`src/rtl/gpio_pkg.sv`:
```
// Shared definitions for the GPIO input port: register word offsets
// decoded from mem_addr[3:2].
package gpio_pkg;

    typedef logic [1:0] reg_off_t;

    localparam reg_off_t GPIO_LEVEL  = 2'd0;
    localparam reg_off_t GPIO_RISE   = 2'd1;
    localparam reg_off_t GPIO_FALL   = 2'd2;
    localparam reg_off_t GPIO_IRQ_EN = 2'd3;

endpackage

```
`src/rtl/gpio_debounce.sv`:
```
// Single-pin input conditioner: 2-FF synchroniser, stability counter and
// debounced level flop. Emits one-cycle pulses on the edge where the
// debounced level changes.
module gpio_debounce #(
    parameter int DB_CYCLES = 50000,
    parameter int CNT_W     = $clog2(DB_CYCLES + 1)
) (
    input  logic clk,
    input  logic reset,
    input  logic pin,
    output logic level,
    output logic rise_pulse,
    output logic fall_pulse
);

    localparam logic [CNT_W-1:0] LAST = CNT_W'(DB_CYCLES - 1);

    logic             sync_a;
    logic             sync_b;
    logic [CNT_W-1:0] cnt;
    logic             level_q;
    logic             mismatch;
    logic             settle;

    // The synced pin disagrees with the debounced level; once it has done so
    // for DB_CYCLES consecutive evaluations the level follows it.
    assign mismatch = (sync_b != level_q);
    assign settle   = mismatch && (cnt == LAST);

    // Two-flop synchroniser for the asynchronous pin.
    always_ff @(posedge clk) begin
        if (reset) begin
            sync_a <= 1'b0;
            sync_b <= 1'b0;
        end else begin
            sync_a <= pin;
            sync_b <= sync_a;
        end
    end

    // Stability counter: counts mismatching cycles, restarts on agreement or settle.
    always_ff @(posedge clk) begin
        if (reset) begin
            cnt <= '0;
        end else if (!mismatch || settle) begin
            cnt <= '0;
        end else begin
            cnt <= cnt + 1'b1;
        end
    end

    // Debounced level takes the synced value once it has been stable long enough.
    always_ff @(posedge clk) begin
        if (reset) begin
            level_q <= 1'b0;
        end else if (settle) begin
            level_q <= sync_b;
        end
    end

    assign level      = level_q;
    assign rise_pulse = settle &  sync_b;
    assign fall_pulse = settle & ~sync_b;

endmodule

```
`src/rtl/gpio_input_port.sv`:
```
// Memory-mapped GPIO input responder: debounced pin levels, sticky
// rise/fall event registers (write-1-to-clear), interrupt enable and a
// registered level interrupt. One-cycle read latency, no wait states.
module gpio_input_port
    import gpio_pkg::*;
#(
    parameter int WIDTH     = 5,
    parameter int DB_CYCLES = 50000,
    parameter int CNT_W     = $clog2(DB_CYCLES + 1)
) (
    input  logic             clk,
    input  logic             reset,
    input  logic [WIDTH-1:0] gpio_in,
    input  logic             sel,
    input  logic [31:0]      mem_addr,
    input  logic             mem_rstrb,
    input  logic [31:0]      mem_wdata,
    input  logic [3:0]       mem_wmask,
    output logic [31:0]      mem_rdata,
    output logic             irq
);

    logic [WIDTH-1:0] level;
    logic [WIDTH-1:0] rise_ev;
    logic [WIDTH-1:0] fall_ev;
    logic [WIDTH-1:0] rise;
    logic [WIDTH-1:0] fall;
    logic [WIDTH-1:0] irq_en;
    logic [WIDTH-1:0] wdata;
    logic [WIDTH-1:0] rise_clr;
    logic [WIDTH-1:0] fall_clr;
    logic [31:0]      rd_word;
    reg_off_t         reg_sel;
    logic             wr_en;
    logic             rd_en;
    logic             unused_bits;

    for (genvar i = 0; i < WIDTH; i++) begin : g_pin
        gpio_debounce #(
            .DB_CYCLES (DB_CYCLES),
            .CNT_W     (CNT_W)
        ) u_db (
            .clk        (clk),
            .reset      (reset),
            .pin        (gpio_in[i]),
            .level      (level[i]),
            .rise_pulse (rise_ev[i]),
            .fall_pulse (fall_ev[i])
        );
    end

    assign reg_sel     = mem_addr[3:2];
    assign wr_en       = sel & mem_wmask[0];
    assign rd_en       = sel & mem_rstrb;
    assign wdata       = mem_wdata[WIDTH-1:0];
    assign unused_bits = ^{mem_addr[31:4], mem_addr[1:0], mem_wmask[3:1], mem_wdata[31:WIDTH]};

    // Write decode: W1C masks for the event registers and the selected read word.
    always_comb begin
        rise_clr = '0;
        fall_clr = '0;
        rd_word  = '0;
        if (wr_en && reg_sel == GPIO_RISE) rise_clr = wdata;
        if (wr_en && reg_sel == GPIO_FALL) fall_clr = wdata;
        case (reg_sel)
            GPIO_LEVEL:  rd_word = 32'(level);
            GPIO_RISE:   rd_word = 32'(rise);
            GPIO_FALL:   rd_word = 32'(fall);
            default:     rd_word = 32'(irq_en);
        endcase
    end

    // Sticky event bits; a new event in the same cycle as its clear keeps the bit set.
    always_ff @(posedge clk) begin
        if (reset) begin
            rise <= '0;
            fall <= '0;
        end else begin
            rise <= (rise & ~rise_clr) | rise_ev;
            fall <= (fall & ~fall_clr) | fall_ev;
        end
    end

    // Interrupt enable register, fully writable.
    always_ff @(posedge clk) begin
        if (reset) begin
            irq_en <= '0;
        end else if (wr_en && reg_sel == GPIO_IRQ_EN) begin
            irq_en <= wdata;
        end
    end

    // Registered read data, held between reads.
    always_ff @(posedge clk) begin
        if (reset) begin
            mem_rdata <= '0;
        end else if (rd_en) begin
            mem_rdata <= rd_word;
        end
    end

    // Level interrupt from any enabled pending event.
    always_ff @(posedge clk) begin
        if (reset) begin
            irq <= 1'b0;
        end else begin
            irq <= |((rise | fall) & irq_en);
        end
    end

endmodule

```
`config.mk`:
```
export PLATFORM = sky130hd
export DESIGN_NAME = gpio_input_port
export DESIGN_NICKNAME = d
export VERILOG_FILES = /design/src/rtl/gpio_pkg.sv /design/src/rtl/gpio_debounce.sv /design/src/rtl/gpio_input_port.sv
export SDC_FILE = /design/constraint.sdc
export NUM_CORES = 1
export LEC_CHECK = 0
export ABC_CLOCK_PERIOD_IN_PS = 3300
export CORE_ASPECT_RATIO = 2
export CORE_UTILIZATION = 53
export DETAILED_ROUTE_END_ITERATION = 7
export HOLD_SLACK_MARGIN = 0.02
export PLACE_DENSITY = 0.89
export SYNTH_ARGS = -nofsm -noshare
export SYNTH_HDL_FRONTEND = slang
export SYNTH_SLANG_ARGS = --single-unit
```
`constraint.sdc`:
```
create_clock -name clk -period 3.3 [get_ports clk]
set_input_delay 0.495 -clock clk [delete_from_list [all_inputs] [get_ports clk]]
set_output_delay 0.495 -clock clk [all_outputs]
set_load 0.02 [all_outputs]
```
==> qor.yml, run 1 <==
outcome: "finished, final reports clean"
num-nets-final: 692
final_core_utilization: 0.630
totalWireLength_um: 11300
finalSetupViolations: 0
area_delta_synth_final_pct: 16.2
grt_max_degree: 22
fin_area_um2: 6070
ir_worst_vdd_uv: 527
drive_gt1_frac: 0.0770
setup_slack_ns: 1.04
clk_latency_ns: 0.42
cts_resized: 0
ant_nets: 0
synth_edf_count: 0
cts.sinks: 116
place_congestion: 0.785
ys_ff_latch: 116
post_cts_buffers: 0
cp_data_arrival_time_ns: 2.54
hold_path_class: "flop to flop"
dr_wl_met3_um: 486
yosys_warnings: 0
synth.area.top_cells: "dfxtp_1 44%, xnor2_1 9.0%, nor2_1 7.4%"
synth_area_um2: 5230
dr.pass1.iters: 5
crit_fanout: 16
track_usage: 0.233
clock_path_buffers: 2
hpwl_um: 7310
postSynth.asyncResetShare: 0
cpMaxStageDelayCell: "nor4_2"
num_rows: 51
place_ws_ns: 0.823
yosysSeqAreaShare: 0.444
hold_viol_final: 0
cts_tree: "yes"
clkSlewWorstSetupHoldPaths_ns: 0.05
holdWs_ns: 0.434
grt_pass1_vias: 4249
core_um2: 9640
max_cap_viol_count: 0
port_buffers: 22
worstMarginPinSlew_ns: 0.987
whs_path_depth: 1
antenna_found_initial: 0
htree_levels: 4
grt_pass1_wl_um: 18600
drt_iter0_drc: 311
met1_length_um: 4070
cts_inserted_buffers: 17
finalCritPeriodShare: 0.685
synth_most_common_cell: "dfxtp_1"
startpoint_type: "flop"
static-leakage-power_nw: 1.94
ios: 110
relSlewSlack: 0.337
die_y_um: 142
routed-wl-met2_um: 6410
worstPathCellList: "ha_1, nand3_1, nor4_2, or3_1, nor2_1"
cts_hold_buf: 0
root_buffer: "clkbuf_16"
rr_worst_depth: 5
syn_avg_cell_area_um2: 8.91
vias: 4187
yosysTopAreaCell: "dfxtp_1"
die_area_um2: 10300
place_area_um2: 5420
overflow: 0
finClkSkew_ns: 0.0106
synth_cell_types: 42
diodes: 0
fmax_mhz: 442
post_drt_wl_per_cell_um: 15.0
die_w_um: 72.2
vias_per_cell: 5.55
yosysTopAreaCellShare: 0.444
synth_common_cells: "116 x dfxtp_1, 103 x nor2_1, 54 x xnor2_1, 36 x nand2_1"
crit_type: "flop to flop"
p_per_area_nw_per_um2: 583
post-route-min-period_ns: 2.26
tns_ns: 0
highest_layer: "met4"
drc: 0
rsz0062_at_grt: "false"
crit_path_end_kind: "flop"
synth_ff_type: "dfxtp_1"
slew_viol_final: 0
initial_utilization: 0.543
cp.required_ns: 3.58
synthCells: 587
critPathMaxStageDelay_ns: 0.58
path summary, 6_finish.rpt:
path	start	to	slack [ns]
worst max-delay path	g_pin[1].u_db.cnt[0]$_SDFF_PP0_	g_pin[1].u_db.cnt[8]$_SDFF_PP0_	1.04
worst min-delay path	g_pin[2].u_db.sync_a$_SDFF_PP0_	g_pin[2].u_db.sync_b$_SDFF_PP0_	0.43
worst max register to register	g_pin[1].u_db.cnt[0]$_SDFF_PP0_	g_pin[1].u_db.cnt[8]$_SDFF_PP0_	1.04
worst min register to register	g_pin[2].u_db.sync_a$_SDFF_PP0_	g_pin[2].u_db.sync_b$_SDFF_PP0_	0.43
registers in the layout (all words and copies together) (netlist names):
signal	count
fall	5
g_pin.u_db.cnt	80
g_pin.u_db.level	5
g_pin.u_db.sync_a	5
g_pin.u_db.sync_b	5
irq	1
irq_en	5
mem_rdata	5
rise	5
logic make-up after synthesis:
family / Yosys count / share of synthesized area
flip-flops: 116 / 0.444
multiplexers: 13 / 0.0369
buffers and inverters: 69 / 0.0756
XOR/XNOR: 72 / 0.121
AND/OR/NAND/NOR: 279 / 0.272
other: 1 / 0.000717
adder cells (fa/ha/maj): 5 / 0.0120
AO/OA/AOI/OAI: 32 / 0.0385
through the flow:
stage / power (mW) / std cells
2_1_floorplan: 1.53 / 613
3_3_place_gp: 1.54 / 723
3_5_place_dp: 1.54 / 723
4_1_cts: 3.55 / 755
5_1_grt: 3.63 / 755
6_report: 3.54 / 755
critical path, delay by kind of cell, from the launching register on:
kind,cells,cell delay [ns]
and+or+nand+nor,4,1.54
adders and majority gates,1,0.21
DFF,1,0.37
cell usage in the layout, fill, tap and decap left out, types with 16 or more instances in the layout:
cell	count
nor4_1	18
conb_1	27
nand3_1	30
xnor2_1	54
nor3_1	16
inv_1	23
xor2_1	18
nand4_1	21
clkbuf_16	17
nand2_1	36
dfxtp_1	116
nor2_1	103
clkdlybuf4s50_1	22
power breakdown:
part	leakage [nW]	internal (mW)	switching (mW)
sequential	0.937	1.41	0.00645
combinational	0.696	0.0318	0.0638
clock	0.311	1.37	0.653
routing by layer:
| metal | track usage | vias up |
|---|---|---|
| li1 | - | 1995 |
| met1 | 0.214 | 2007 |
| met2 | 0.444 | 144 |
| met3 | 0.0637 | 41 |
| met4 | 0.127 | 0 |
| met5 | 0 | - |
final cells by class:
| type | count | area, um2 |
|---|---|---|
| Sequential cell | 116 | 2320 |
| Inverter | 23 | 86.3 |
| Timing Repair Buffer | 24 | 235 |
| Tap cell | 132 | 165 |
| Clock buffer | 19 | 453 |
| Multi-Input combinational cell | 428 | 2610 |
| Clock inverter | 13 | 204 |
| Fill cell | 738 | 3560 |
Note: power is estimated with default switching activity, not from simulation.
==> run 2: changes to the inputs <==
--- a/config.mk
+++ b/config.mk
@@ -5,12 +5,12 @@
 export SDC_FILE = /design/constraint.sdc
 export NUM_CORES = 1
 export LEC_CHECK = 0
-export ABC_CLOCK_PERIOD_IN_PS = 3300
+export ABC_CLOCK_PERIOD_IN_PS = 2300
 export CORE_ASPECT_RATIO = 2
-export CORE_UTILIZATION = 53
+export CORE_UTILIZATION = 51
 export DETAILED_ROUTE_END_ITERATION = 7
 export HOLD_SLACK_MARGIN = 0.02
-export PLACE_DENSITY = 0.89
+export PLACE_DENSITY = 0.86
 export SYNTH_ARGS = -nofsm -noshare
 export SYNTH_HDL_FRONTEND = slang
 export SYNTH_SLANG_ARGS = --single-unit
==> constraint.sdc (replaced) <==
create_clock -name clk -period 2.3 [get_ports clk]
set_input_delay 0.345 -clock clk [delete_from_list [all_inputs] [get_ports clk]]
set_output_delay 0.345 -clock clk [all_outputs]
set_load 0.02 [all_outputs]
==> run 2 against run 1 <==
Effect of this change:
- cell count grew 1.7%
- clock power grew 50%
- clock-buffer cell count rose by 1
- worst setup slack got worse by 0.78 ns
- register-to-register slack worse by 0.78 ns
- utilization fell by 1.3 points
- global-route usage shrank 1.4 points
- non-clock buffer count grew 10
- fmax increased by 11%
- design area rose by 1.9%
- sequential share of layout area shrank 0.70 points
- critical endpoint is now g_pin[3].u_db.cnt[2]$_SDFF_PP0_
- largest cell class unchanged
- highest routed layer unchanged
==> qor.yml, run 2 (same netlist as run 1, synthesis figures left out) <==
track_usage: 0.219
power_frac_seq: 0.390
grt_max_degree: 17
ios: 110
startpoint_type: "flop"
rsz0062_at_grt: "false"
dp.cells: 736
num_rows: 52
totalWireLength_um: 10700
root_buffer: "clkbuf_16"
place_congestion: 0.865
crit_type: "flop to flop"
num-nets-final: 702
grt_pass1_vias: 4143
area_delta_synth_final_pct: 18.3
met1_length_um: 4040
core_um2: 10000
port_buffers: 22
layout_common_cells: "116 x dfxtp_1, 103 x nor2_1, 54 x xnor2_1, 36 x nand2_1, 30 x nand3_1"
die_w_um: 73.6
p_sw_mw: 1.03
fmax_mhz: 490
cp.required_ns: 2.58
clkSlewWorstSetupHoldPaths_ns: 0.05
cts_inserted_buffers: 17
tns_ns: 0
ir_worst_vdd_uv: 578
intPower_mw: 4.19
overflow: 0
grt_pass1_wl_um: 18400
initial_utilization: 0.522
whs_path_depth: 1
worstReg2RegEnd: "g_pin[3].u_db.cnt[2]$_SDFF_PP0_"
outcome: "finished, final reports clean"
cts_hold_buf: 0
htree_levels: 4
hold_start: "g_pin[0].u_db.cnt[0]$_SDFF_PP0_"
post-route-min-period_ns: 2.04
pwr-share-clk: 0.583
layout_commonest_cell: "dfxtp_1"
cts_resized: 0
vias_per_cell: 5.46
drt_iter0_drc: 293
post_cts_buffers: 0
swShare: 0.197
die_y_um: 145
clk_latency_ns: 0.41
finalCritPeriodShare: 0.887
hold_viol_final: 0
cts.sinks: 116
hold_path_end: "g_pin[0].u_db.cnt[0]$_SDFF_PP0_"
dr_wl_met3_um: 435
static-leakage-power_nw: 2.01
clock_path_buffers: 2
dr.pass1.iters: 4
ant_nets: 0
crit_path_end_kind: "flop"
largest_reg_flops: 80
crit_fanout: 15
drc: 0
p_per_area_nw_per_um2: 843
highest_layer: "met4"
finalSetupViolations: 0
vias: 4193
die_area_um2: 10700
stdcell_count: 768
drive_gt1_frac: 0.0916
worstMarginPinSlew_ns: 0.523
post_drt_wl_per_cell_um: 13.9
routed-wl-met2_um: 6010
diodes: 0
rr_worst_depth: 4
ff2ff_setup_slack_ns: 0.26
cp_data_arrival_time_ns: 2.32
cts_tree: "yes"
antenna_found_initial: 0
hpwl_um: 7210
regMostFlops: "g_pin.u_db.cnt"
hold_path_class: "flop to flop"
holdWs_ns: 0.437
power_mw: 5.22
pwr-share-comb: 0.027
finClkSkew_ns: 0.00553
slew_viol_final: 0
max_cap_viol_count: 0
relSlewSlack: 0.652
r2r-start: "g_pin[3].u_db.cnt[13]$_SDFF_PP0_"
run 2: cell count changes in the layout (fill, tap and decap cells not counted), sizes merged:
cell / delta
bufinv: +1
clkinv: -2
clkbuf: +1
buf: +10
run 2: per-layer routing:
layer	global-route usage	vias up
met1	0.233	2048
met4	0.0952	0
met3	0.0604	18
met2	0.388	114
met5	0	-
li1	-	2013
run 2: through the flow:
step / area [um2] / utilization / setup slack [ns]
2_1_floorplan: 5330 / - / 0.433
3_3_place_gp: 5500 / 0.549 / 0.325
3_5_place_dp: 5500 / 0.549 / 0.280
4_1_cts: 6190 / 0.618 / 0.244
5_1_grt: 6190 / 0.618 / 0.109
6_report: 6190 / 0.618 / 0.260
run 2: power by group through the flow:
stage               logic, mW  registers, mW  clock network [mW]
finish                  0.141           2.03                3.04
global route            0.154           2.03                3.17
CTS                     0.141           2.03                3.07
detailed placement      0.140           2.08                   0
global placement        0.136           2.07                   0
floorplan               0.128           2.07                   0
run 2: critical path, stage by stage (launching register included):
cell     delay (ns)
dfxtp_1        0.34
or4b_1         0.56
or4_4          0.56
o21ai_4        0.35
nor2_1         0.10
run 2: worst max path at each step:
stage,from,endpoint,slack [ns],depth (start not counted)
global route,g_pin[1].u_db.cnt[11]$_SDFF_PP0_,g_pin[1].u_db.cnt[10]$_SDFF_PP0_,0.11,4
detailed placement,g_pin[3].u_db.cnt[13]$_SDFF_PP0_,g_pin[3].u_db.cnt[10]$_SDFF_PP0_,0.28,4
CTS,g_pin[3].u_db.cnt[13]$_SDFF_PP0_,g_pin[3].u_db.cnt[10]$_SDFF_PP0_,0.24,4
finish,g_pin[3].u_db.cnt[13]$_SDFF_PP0_,g_pin[3].u_db.cnt[2]$_SDFF_PP0_,0.26,4
global placement,g_pin[3].u_db.cnt[13]$_SDFF_PP0_,g_pin[3].u_db.cnt[8]$_SDFF_PP0_,0.33,4
floorplan,g_pin[3].u_db.cnt[13]$_SDFF_PP0_,g_pin[3].u_db.cnt[1]$_SDFF_PP0_,0.43,4
run 2: final cells by class:
class | count | area [um2]
inverter | 23 | 86.3
tap | 135 | 169
multi-input combinational | 428 | 2610
timing repair buffer | 34 | 310
clock inverter | 12 | 224
fill | 801 | 3830
clock buffer | 20 | 467
sequential | 116 | 2320
